==> config.mk <==
export PLATFORM = sky130hd
export DESIGN_NAME = aes_round_mix_stage_flat
export DESIGN_NICKNAME = d
export VERILOG_FILES = /design/src/rtl/aes_pkg.sv /design/src/rtl/aes_round_mix_stage_if.sv /design/src/rtl/aes_mix_column.sv /design/src/rtl/aes_round_mix_stage.sv /design/src/flat_wrapper.sv
export SDC_FILE = /design/constraint.sdc
export NUM_CORES = 1
export LEC_CHECK = 0
export CAP_MARGIN = 20
export CORE_ASPECT_RATIO = 2
export CORE_MARGIN = 3
export CORE_UTILIZATION = 50
export CTS_BUF_LIST = sky130_fd_sc_hd__clkbuf_4
export CTS_CLUSTER_SIZE = 40
export DETAILED_ROUTE_END_ITERATION = 8
export HOLD_SLACK_MARGIN = 0.08
export MAX_ROUTING_LAYER = met4
export PLACE_DENSITY = 0.79
export SLEW_MARGIN = 20
export SYNTH_ARGS = -nofsm -noshare
export SYNTH_HDL_FRONTEND = slang
export SYNTH_SLANG_ARGS = --single-unit
==> constraint.sdc <==
create_clock -name clk -period 9.61 [get_ports clk]
set_clock_uncertainty 0.15 [all_clocks]
set_input_delay 1.922 -clock clk [delete_from_list [all_inputs] [get_ports clk]]
set_output_delay 1.922 -clock clk [all_outputs]
set_load 0.03 [all_outputs]
==> src/rtl/aes_pkg.sv <==
// Shared AES constants, byte-permutation table, GF(2^8) helpers and
// skid-buffer state encoding for the round mix stage.
package aes_pkg;

  localparam int AES_STATE_W = 128;

  typedef logic [0:AES_STATE_W-1] state_t;

  typedef enum logic [1:0] {
    EMPTY = 2'd0,
    ONE   = 2'd1,
    FULL  = 2'd2
  } skid_st_e;

  // ShiftRows source byte for each destination byte (column-major).
  localparam logic [3:0] SR_IDX [16] = '{
    4'd0,  4'd5,  4'd10, 4'd15,
    4'd4,  4'd9,  4'd14, 4'd3,
    4'd8,  4'd13, 4'd2,  4'd7,
    4'd12, 4'd1,  4'd6,  4'd11
  };

  function automatic logic [7:0] xtime(input logic [7:0] b);
    return {b[6:0], 1'b0} ^ (b[7] ? 8'h1b : 8'h00);
  endfunction

  function automatic logic [7:0] gmul2(input logic [7:0] b);
    return xtime(b);
  endfunction

  function automatic logic [7:0] gmul3(input logic [7:0] b);
    return xtime(b) ^ b;
  endfunction

endpackage

==> src/rtl/aes_round_mix_stage_if.sv <==
// Upstream/downstream valid-ready bundle of the round mix stage.
// master: round wrapper side; slave: the stage itself.
interface aes_round_mix_stage_if #(
  parameter int TAG_W = 4
);
  import aes_pkg::*;

  logic             in_valid;
  logic             in_ready;
  state_t           in_state;
  state_t           in_key;
  logic             in_final;
  logic [TAG_W-1:0] in_tag;
  logic             out_valid;
  logic             out_ready;
  state_t           out_state;
  logic [TAG_W-1:0] out_tag;

  modport master (
    output in_valid, in_state, in_key,
    output in_final, in_tag, out_ready,
    input  in_ready, out_valid,
    input  out_state, out_tag
  );

  modport slave (
    input  in_valid, in_state, in_key,
    input  in_final, in_tag, out_ready,
    output in_ready, out_valid,
    output out_state, out_tag
  );

endinterface

==> src/rtl/aes_mix_column.sv <==
// One MixColumns column: col_i[31:24] is row 0.
// Ports: col_i (32b column in), col_o (32b column out).
module aes_mix_column
  import aes_pkg::*;
(
  input  logic [31:0] col_i,
  output logic [31:0] col_o
);

  logic [7:0] a0, a1, a2, a3;

  assign a0 = col_i[31:24];
  assign a1 = col_i[23:16];
  assign a2 = col_i[15:8];
  assign a3 = col_i[7:0];

  assign col_o[31:24] = gmul2(a0) ^ gmul3(a1) ^ a2 ^ a3;
  assign col_o[23:16] = a0 ^ gmul2(a1) ^ gmul3(a2) ^ a3;
  assign col_o[15:8]  = a0 ^ a1 ^ gmul2(a2) ^ gmul3(a3);
  assign col_o[7:0]   = gmul3(a0) ^ a1 ^ a2 ^ gmul2(a3);

endmodule

==> src/rtl/aes_round_mix_stage.sv <==
// ShiftRows + MixColumns (optional) + AddRoundKey, registered behind a
// skid buffer. Ports: clk, rst (async high), bus (slave handshake).
module aes_round_mix_stage
  import aes_pkg::*;
#(
  parameter int TAG_W       = 4,
  parameter bit FINAL_ROUND = 1'b0
) (
  input  logic                   clk,
  input  logic                   rst,
  aes_round_mix_stage_if.slave   bus
);

  state_t sr, mc, res;
  logic   bypass;

  for (genvar i = 0; i < 16; i++) begin : g_sr
    assign sr[8*i +: 8] = bus.in_state[8*SR_IDX[i] +: 8];
  end

  for (genvar c = 0; c < 4; c++) begin : g_mc
    aes_mix_column u_mc (
      .col_i (sr[32*c +: 32]),
      .col_o (mc[32*c +: 32])
    );
  end

  assign bypass = FINAL_ROUND || bus.in_final;
  assign res    = (bypass ? sr : mc) ^ bus.in_key;

  skid_st_e         st_q, st_d;
  state_t           main_q, main_d;
  state_t           skid_q, skid_d;
  logic [TAG_W-1:0] mtag_q, mtag_d;
  logic [TAG_W-1:0] stag_q, stag_d;
  logic             rdy_q, rdy_d;
  logic             acc;

  assign acc = bus.in_valid && rdy_q;

  always_comb begin
    st_d   = st_q;
    main_d = main_q;
    mtag_d = mtag_q;
    skid_d = skid_q;
    stag_d = stag_q;
    unique case (st_q)
      EMPTY: begin
        if (acc) begin
          main_d = res;
          mtag_d = bus.in_tag;
          st_d   = ONE;
        end
      end
      ONE: begin
        if (acc && bus.out_ready) begin
          main_d = res;
          mtag_d = bus.in_tag;
        end else if (acc) begin
          skid_d = res;
          stag_d = bus.in_tag;
          st_d   = FULL;
        end else if (bus.out_ready) begin
          st_d = EMPTY;
        end
      end
      FULL: begin
        // ready is low here, so only the skid shift can happen.
        if (bus.out_ready) begin
          main_d = skid_q;
          mtag_d = stag_q;
          st_d   = ONE;
        end
      end
      default: st_d = EMPTY;
    endcase
    rdy_d = (st_d != FULL);
  end

  always_ff @(posedge clk or posedge rst) begin
    if (rst) begin
      st_q   <= EMPTY;
      main_q <= '0;
      mtag_q <= '0;
      skid_q <= '0;
      stag_q <= '0;
      rdy_q  <= 1'b1;
    end else begin
      st_q   <= st_d;
      main_q <= main_d;
      mtag_q <= mtag_d;
      skid_q <= skid_d;
      stag_q <= stag_d;
      rdy_q  <= rdy_d;
    end
  end

  assign bus.in_ready  = rdy_q;
  assign bus.out_valid = (st_q != EMPTY);
  assign bus.out_state = main_q;
  assign bus.out_tag   = mtag_q;

endmodule

==> src/flat_wrapper.sv <==
// flat-port wrapper written by rule: the top's interface ports become plain ports
module aes_round_mix_stage_flat import aes_pkg::*;
#(
  parameter int TAG_W       = 4,
  parameter bit FINAL_ROUND = 1'b0
)
  (clk, rst, bus_in_valid, bus_in_state, bus_in_key, bus_in_final, bus_in_tag, bus_out_ready, bus_in_ready, bus_out_valid, bus_out_state, bus_out_tag);
  aes_round_mix_stage_if #(.TAG_W(TAG_W)) bus_i ();
  input  logic clk;
  input  logic rst;
  input wire logic [$bits(bus_i.in_valid)-1:0] bus_in_valid;
  input wire logic [$bits(bus_i.in_state)-1:0] bus_in_state;
  input wire logic [$bits(bus_i.in_key)-1:0] bus_in_key;
  input wire logic [$bits(bus_i.in_final)-1:0] bus_in_final;
  input wire logic [$bits(bus_i.in_tag)-1:0] bus_in_tag;
  input wire logic [$bits(bus_i.out_ready)-1:0] bus_out_ready;
  output wire logic [$bits(bus_i.in_ready)-1:0] bus_in_ready;
  output wire logic [$bits(bus_i.out_valid)-1:0] bus_out_valid;
  output wire logic [$bits(bus_i.out_state)-1:0] bus_out_state;
  output wire logic [$bits(bus_i.out_tag)-1:0] bus_out_tag;
  assign bus_i.in_valid = bus_in_valid;
  assign bus_i.in_state = bus_in_state;
  assign bus_i.in_key = bus_in_key;
  assign bus_i.in_final = bus_in_final;
  assign bus_i.in_tag = bus_in_tag;
  assign bus_i.out_ready = bus_out_ready;
  assign bus_in_ready = bus_i.in_ready;
  assign bus_out_valid = bus_i.out_valid;
  assign bus_out_state = bus_i.out_state;
  assign bus_out_tag = bus_i.out_tag;
  aes_round_mix_stage #(.TAG_W(TAG_W), .FINAL_ROUND(FINAL_ROUND)) u_core (.clk(clk), .rst(rst), .bus(bus_i));
endmodule
==> results of run 1 <==
[path summary, 6_finish.rpt]
| check | from | endpoint | slack, ns | depth (start not counted) |
|---|---|---|---|---|
| min in group asynchronous | rst | u_core.bus.out_state[110] | 1.50 | 2 |
| min reg2reg | u_core.skid_q[21] | u_core.skid_q[21] | 0.33 | 2 |
| max reg2reg | u_core.st_q[1] | u_core.bus.out_state[4] | 6.42 | 6 |
| max | bus_in_final | u_core.bus.out_state[80] | 5.05 | 7 |
| min | u_core.skid_q[21] | u_core.skid_q[21] | 0.33 | 2 |
| max in group asynchronous | rst | u_core.skid_q[43] | 6.24 | 3 |
[cell families (layout without fill, tap and decap cells)]
logic type / count (synthesis) / count (layout) / share of synthesized area [%]
compound gates: 273 / 273 / 7.01
xor+xnor: 441 / 441 / 28.3
buf+inv: 248 / 536 / 4.70
mux: 130 / 130 / 5.76
other cells: 0 / 22 / 0
simple gates: 1129 / 1129 / 24.7
flops: 267 / 267 / 29.5
[cell type report]
type / instances / area share, %
Clock inverter: 24 / 0.543
Inverter: 4 / 0.109
Sequential cell: 267 / 24.4
Antenna cell: 22 / 0.201
Multi-Input combinational cell: 1973 / 54.5
Clock buffer: 96 / 2.63
Tap cell: 555 / 2.53
Timing Repair Buffer: 412 / 15.2
[registers in the layout (all words and copies together), names as in the netlist]
name                  cells
u_core.st_q               2
u_core.bus.out_tag        4
u_core.bus.out_state    128
u_core.stag_q             4
u_core.skid_q           128
u_core.bus.in_ready       1
[where the power goes]
part / internal [W] / leakage (nW) / switching (W) / total (W)
clock: 0.000517 / 0.513 / 0.000540 / 0.00106
combinational: 0.00138 / 9.36 / 0.00182 / 0.00320
sequential: 0.00165 / 3.11 / 0.000345 / 0.00199
total: 0.00355 / 13.0 / 0.00270 / 0.00625
[synthesized netlist by cell type, types with 2 or more instances]
library cell	instances
inv_1	4
clkbuf_1	163
a222oi_1	6
nand3_1	242
nor2b_1	6
xor2_1	181
nand2_1	268
mux2_2	4
buf_6	5
xnor2_1	72
nor2_1	137
buf_4	4
xor3_1	32
a211o_1	4
xnor2_2	17
clkbuf_2	4
o21ai_0	125
a21oi_1	7
or3_1	236
a31oi_1	124
nor3_1	120
xnor2_4	7
o311ai_0	2
mux2i_1	126
xnor3_1	131
dfrtp_1	266
and3_1	116
buf_1	6
buf_2	62
[worst min-delay path: stages, from the launching register on]
cell,delay (ns)
dfrtp_1,0.34
nand2_1,0.05
o21ai_0,0.06
[metal layers]
layer  wire length (um)  track usage, %
met1              26300            34.3
met2              37600            51.1
met3               5380            6.38
met4               4460            19.4
met5                  0               -
[per-stage QoR]
stage / util [%] / cell area, um2 / total power, W / worst slack, ns / cells
2_1_floorplan: - / 22700 / 0.00398 / 0.186 / 2488
3_3_place_gp: 59.5 / 26500 / 0.00507 / 4.61 / 3209
3_5_place_dp: 59.5 / 26500 / 0.00519 / 4.44 / 3209
4_1_cts: 61.5 / 27300 / 0.00627 / 5.28 / 3329
5_1_grt: 61.7 / 27400 / 0.00665 / 4.95 / 3351
6_report: 61.7 / 27400 / 0.00625 / 5.05 / 3353
==> results.sh, run 1 <==
export IMPL_first_global_vias=21100
export IMPL_vias_per_cell=6.12
export IMPL_status="finished clean"
export IMPL_core_um2=44500
export IMPL_drc_errors=0
export IMPL_grt_overflow=0
export IMPL_grt_usage_pct=31.1
export IMPL_insertion_delay_ns=0.80
export IMPL_syn_to_final_growth_pct=21.1
export IMPL_p_leak_nw=13.0
export IMPL_holdCritPathClass="reg -> reg"
export IMPL_critPathArrivalTime_ns=5.10
export IMPL_synth_edff_count=0
export IMPL_slew_violations=0
export IMPL_synth_top_area_cell="dfrtp_1"
export IMPL_postCtsSetupRepairBufs=0
export IMPL_route_vias_total=20500
export IMPL_cts_made_buffers=73
export IMPL_slowest_stage="inv_8"
export IMPL_synthCells=2488
export IMPL_portBuffers=398
export IMPL_row_count=109
export IMPL_worst_path_buf_inv=3
export IMPL_relSlewSlack_pct=14.4
export IMPL_ant_nets=0
export IMPL_clk_pin_slew_ns=0.08
export IMPL_antenna_found_initial=20
export IMPL_grt_max_degree=234
export IMPL_min_period_ns=4.56
export IMPL_grt_pass1_wl_mm=115
export IMPL_hold_viol_final=0
export IMPL_vdd_drop_max_v=0.000202
export IMPL_dr_pass1_iters=8
export IMPL_cp_required_ns=10.15
export IMPL_tightest_slew_ns=1.28
export IMPL_cts_max_level=3
export IMPL_synth_distinct_cells=40
export IMPL_critPathTopFamily="buffers and inverters"
export IMPL_crit_chain="clkbuf_8, inv_8, buf_12, or3_1, nand3_1, or3_1, a31oi_1"
export IMPL_synth_area_per_cell_um2=9.11
export IMPL_cts_path_max_buffers=3
export IMPL_fp_dieH_um=307
export IMPL_io_pin_count=399
export IMPL_start_kind="input pin"
export IMPL_multi_input_area_um2=14900
export IMPL_synth_seq_cells=267
export IMPL_finalSetupViolCount=0
export IMPL_dieArea_um2=48100
export IMPL_syn_cell_area_um2=22700
export IMPL_holdWs_ns=0.326
export IMPL_hold_buffers=0
export IMPL_cp_slowest_stage_delay_ns=0.76
export IMPL_tns_ns=0
export IMPL_synth_top_cell_area_share_pct=29.4
export IMPL_rsz0062_at_grt="false"
export IMPL_crit_top_cell="or3_1"
export IMPL_clkSinkCount=267
export IMPL_cts_resized=0
export IMPL_seq_area_um2=6680
export IMPL_ys_warn_count=0
export IMPL_syn_nets=2753
export IMPL_drive_above_1_share_pct=5.58
export IMPL_initial_core_util_pct=51.0
export IMPL_final_common_cell="clkdlybuf4s50_1"
export IMPL_async_flop_share_pct=100
export IMPL_endpoint_kind="flip-flop"
export IMPL_wl_mm=73.8
export IMPL_dp_hpwl_mm=50.7
export IMPL_drv_cap=0
export IMPL_fin_nets=2996
export IMPL_fill_cells=3794
export IMPL_fmax_mhz=219
export IMPL_mostFrequentLayoutCells="397 x clkdlybuf4s50_1, 267 x nand2_1, 266 x dfrtp_1"
export IMPL_post_drt_wl_per_cell_um=22.0
export IMPL_tritoncts="built"
export IMPL_worstPathMaxFanout=233
export IMPL_gp_congestion=0.880
export IMPL_root_buffer="clkbuf_4"
export IMPL_synth_ff_type="dfrtp_1"
export IMPL_yosysSeqAreaShare_pct=29.5
export IMPL_path_class="in -> reg"
export IMPL_drt_iter0_drc=1509
export IMPL_p_per_area_nw_per_um2=228
export IMPL_synth_area_leaders="dfrtp_1 29%, xnor3_1 13%, xor2_1 7.0%"
export IMPL_fin_crit_sh_pct=47.5
export IMPL_die_width_um=157
No activity file was read; power rests on OpenSTA's default activity.
==> inputs of run 2 (changes only) <==
Settings changed: CORE_UTILIZATION 50 to 52.
Clock period 9.61 ns to 4.5 ns, I/O delays scaled along.
==> results.sh, run 2 (synthesis results as in run 1) <==
export IMPL_postCtsSetupRepairBufs=0
export IMPL_drc_errors=0
export IMPL_place_inst=3213
export IMPL_layoutNonFillerInstCount=3353
export IMPL_finalSetupViolCount=0
export IMPL_syn_to_final_growth_pct=21.8
export IMPL_maxUsedRoutingLayer="met4"
export IMPL_slowest_stage="clkdlybuf4s50_1"
export IMPL_dp_hpwl_mm=52.2
export IMPL_fmax_mhz=308
export IMPL_drt_iter0_drc=1367
export IMPL_cts_made_buffers=69
export IMPL_wl_mm=74.5
export IMPL_wl_met1_mm=26.9
export IMPL_cp_required_ns=3.45
export IMPL_vdd_drop_max_v=0.000378
export IMPL_first_global_vias=20800
export IMPL_cts_path_max_buffers=3
export IMPL_insertion_delay_ns=0.74
export IMPL_worst_path_buf_inv=1
export IMPL_tns_ns=0
export IMPL_fp_dieH_um=301
export IMPL_clk_pin_slew_ns=0.07
export IMPL_dieArea_um2=46300
export IMPL_grt_max_degree=95
export IMPL_wl_met2_mm=37.3
export IMPL_antenna_found_initial=23
export IMPL_tightest_slew_ns=1.12
export IMPL_endpoint_kind="primary output"
export IMPL_mostFrequentLayoutCells="397 x clkdlybuf4s50_1, 267 x nand2_1, 266 x dfrtp_1"
export IMPL_rsz0062_at_grt="false"
export IMPL_grt_usage_pct=32.2
export IMPL_wl_met3_mm=5.12
export IMPL_fin_nets=3004
export IMPL_cp_slowest_stage_delay_ns=0.61
export IMPL_grt_pass1_wl_mm=115
export IMPL_path_depth=2
export IMPL_seq_area_um2=6680
export IMPL_io_pin_count=399
export IMPL_vias_per_cell=6.11
export IMPL_initial_core_util_pct=52.9
export IMPL_status="finished clean"
export IMPL_dr_pass1_iters=5
export IMPL_holdWs_ns=0.330
export IMPL_critPathArrivalTime_ns=2.20
export IMPL_r2r_cells=5
export IMPL_row_count=107
export IMPL_hold_viol_final=0
export IMPL_grt_overflow=0
export IMPL_slew_violations=0
export IMPL_final_common_cell="clkdlybuf4s50_1"
export IMPL_fill_cells=3512
export IMPL_relSlewSlack_pct=25.4
export IMPL_hold_buffers=0
export IMPL_post_drt_wl_per_cell_um=22.2
export IMPL_rr_endpoint="u_core.bus.out_state[96]"
export IMPL_min_to="u_core.skid_q[95]"
export IMPL_p_per_area_nw_per_um2=483
export IMPL_critPathTopFamily="buffers and inverters"
export IMPL_portBuffers=398
export IMPL_hp_start="u_core.skid_q[95]"
export IMPL_cts_max_level=3
export IMPL_p_leak_nw=13.1
export IMPL_die_width_um=154
export IMPL_min_period_ns=3.25
export IMPL_clkSinkCount=267
export IMPL_root_buffer="clkbuf_4"
export IMPL_path_class="reg -> out"
export IMPL_gp_congestion=0.897
export IMPL_holdCritPathClass="reg -> reg"
export IMPL_core_um2=42800
export IMPL_start_kind="flip-flop"
export IMPL_worstReg2RegStart="u_core.st_q[0]"
export IMPL_drive_above_1_share_pct=6.15
export IMPL_crit_chain="or2_2, clkdlybuf4s50_1"
export IMPL_hold_path_depth=2
export IMPL_cts_resized=0
export IMPL_route_vias_total=20500
export IMPL_drv_cap=0
export IMPL_reg2reg_setup_slack_ns=1.84
export IMPL_multi_input_area_um2=14900
export IMPL_fin_crit_sh_pct=72.1
export IMPL_worstPathMaxFanout=7
export IMPL_ant_nets=0
export IMPL_tritoncts="built"
## run 2: cell count changes in the layout (fill, tap and decap cells not counted)
cell	change
clkinv_1	-10
buf_16	-2
clkbuf_4	+7
bufinv_16	-1
buf_12	+11
inv_8	-1
diode_2	+4
clkinv_2	-2
buf_4	+3
inv_2	+1
## run 2: area by class of cell
cell class,count,area share [%]
multi-input combinational,1973,54.2
sequential,267,24.2
timing repair buffer,424,15.8
clock buffer,103,2.80
tap,545,2.47
clock inverter,11,0.245
antenna,26,0.236
inverter,4,0.0952
## run 2: tightest hold or removal path, stage by stage (launching register included)
cell	delay [ns]
dfrtp_1	0.34
nand2_1	0.04
o21ai_0	0.06
## run 2: worst max-delay path by stage
stage | slack [ns] | end | from
final | 1.25 | bus_out_valid | u_core.st_q[1]
after global routing | 1.17 | bus_out_valid | u_core.st_q[1]
after CTS | 1.18 | bus_out_valid | u_core.st_q[1]
after detailed placement | 0.82 | u_core.bus.out_state[97] | bus_in_state[127]
after global placement | 0.89 | u_core.bus.out_state[97] | bus_in_state[127]
after floorplan | -0.07 | u_core.bus.out_state[0] | rst
## run 2: routing by layer
layer  vias up  track usage [%]
met5         -                -
met4         0             19.7
met3       271             5.61
met2       957             54.1
met1      9921             35.4
li1       9337                -
## run 2: per-stage QoR
stage	total power, W	setup WS (ns)	area, um2	utilization [%]
after floorplan	0.00849	-0.0747	22700	-
after global placement	0.0109	0.890	26700	62.3
after detailed placement	0.0111	0.820	26700	62.3
after CTS	0.0134	1.18	27500	64.3
after global routing	0.0141	1.17	27600	64.4
final	0.0133	1.25	27600	64.4
## run 2: report_power, final
part           internal [W]  total (W)  switching (W)
logic               0.00299    0.00690        0.00392
clock network       0.00109    0.00221        0.00112
registers           0.00352    0.00422       0.000705
total               0.00760     0.0133        0.00574
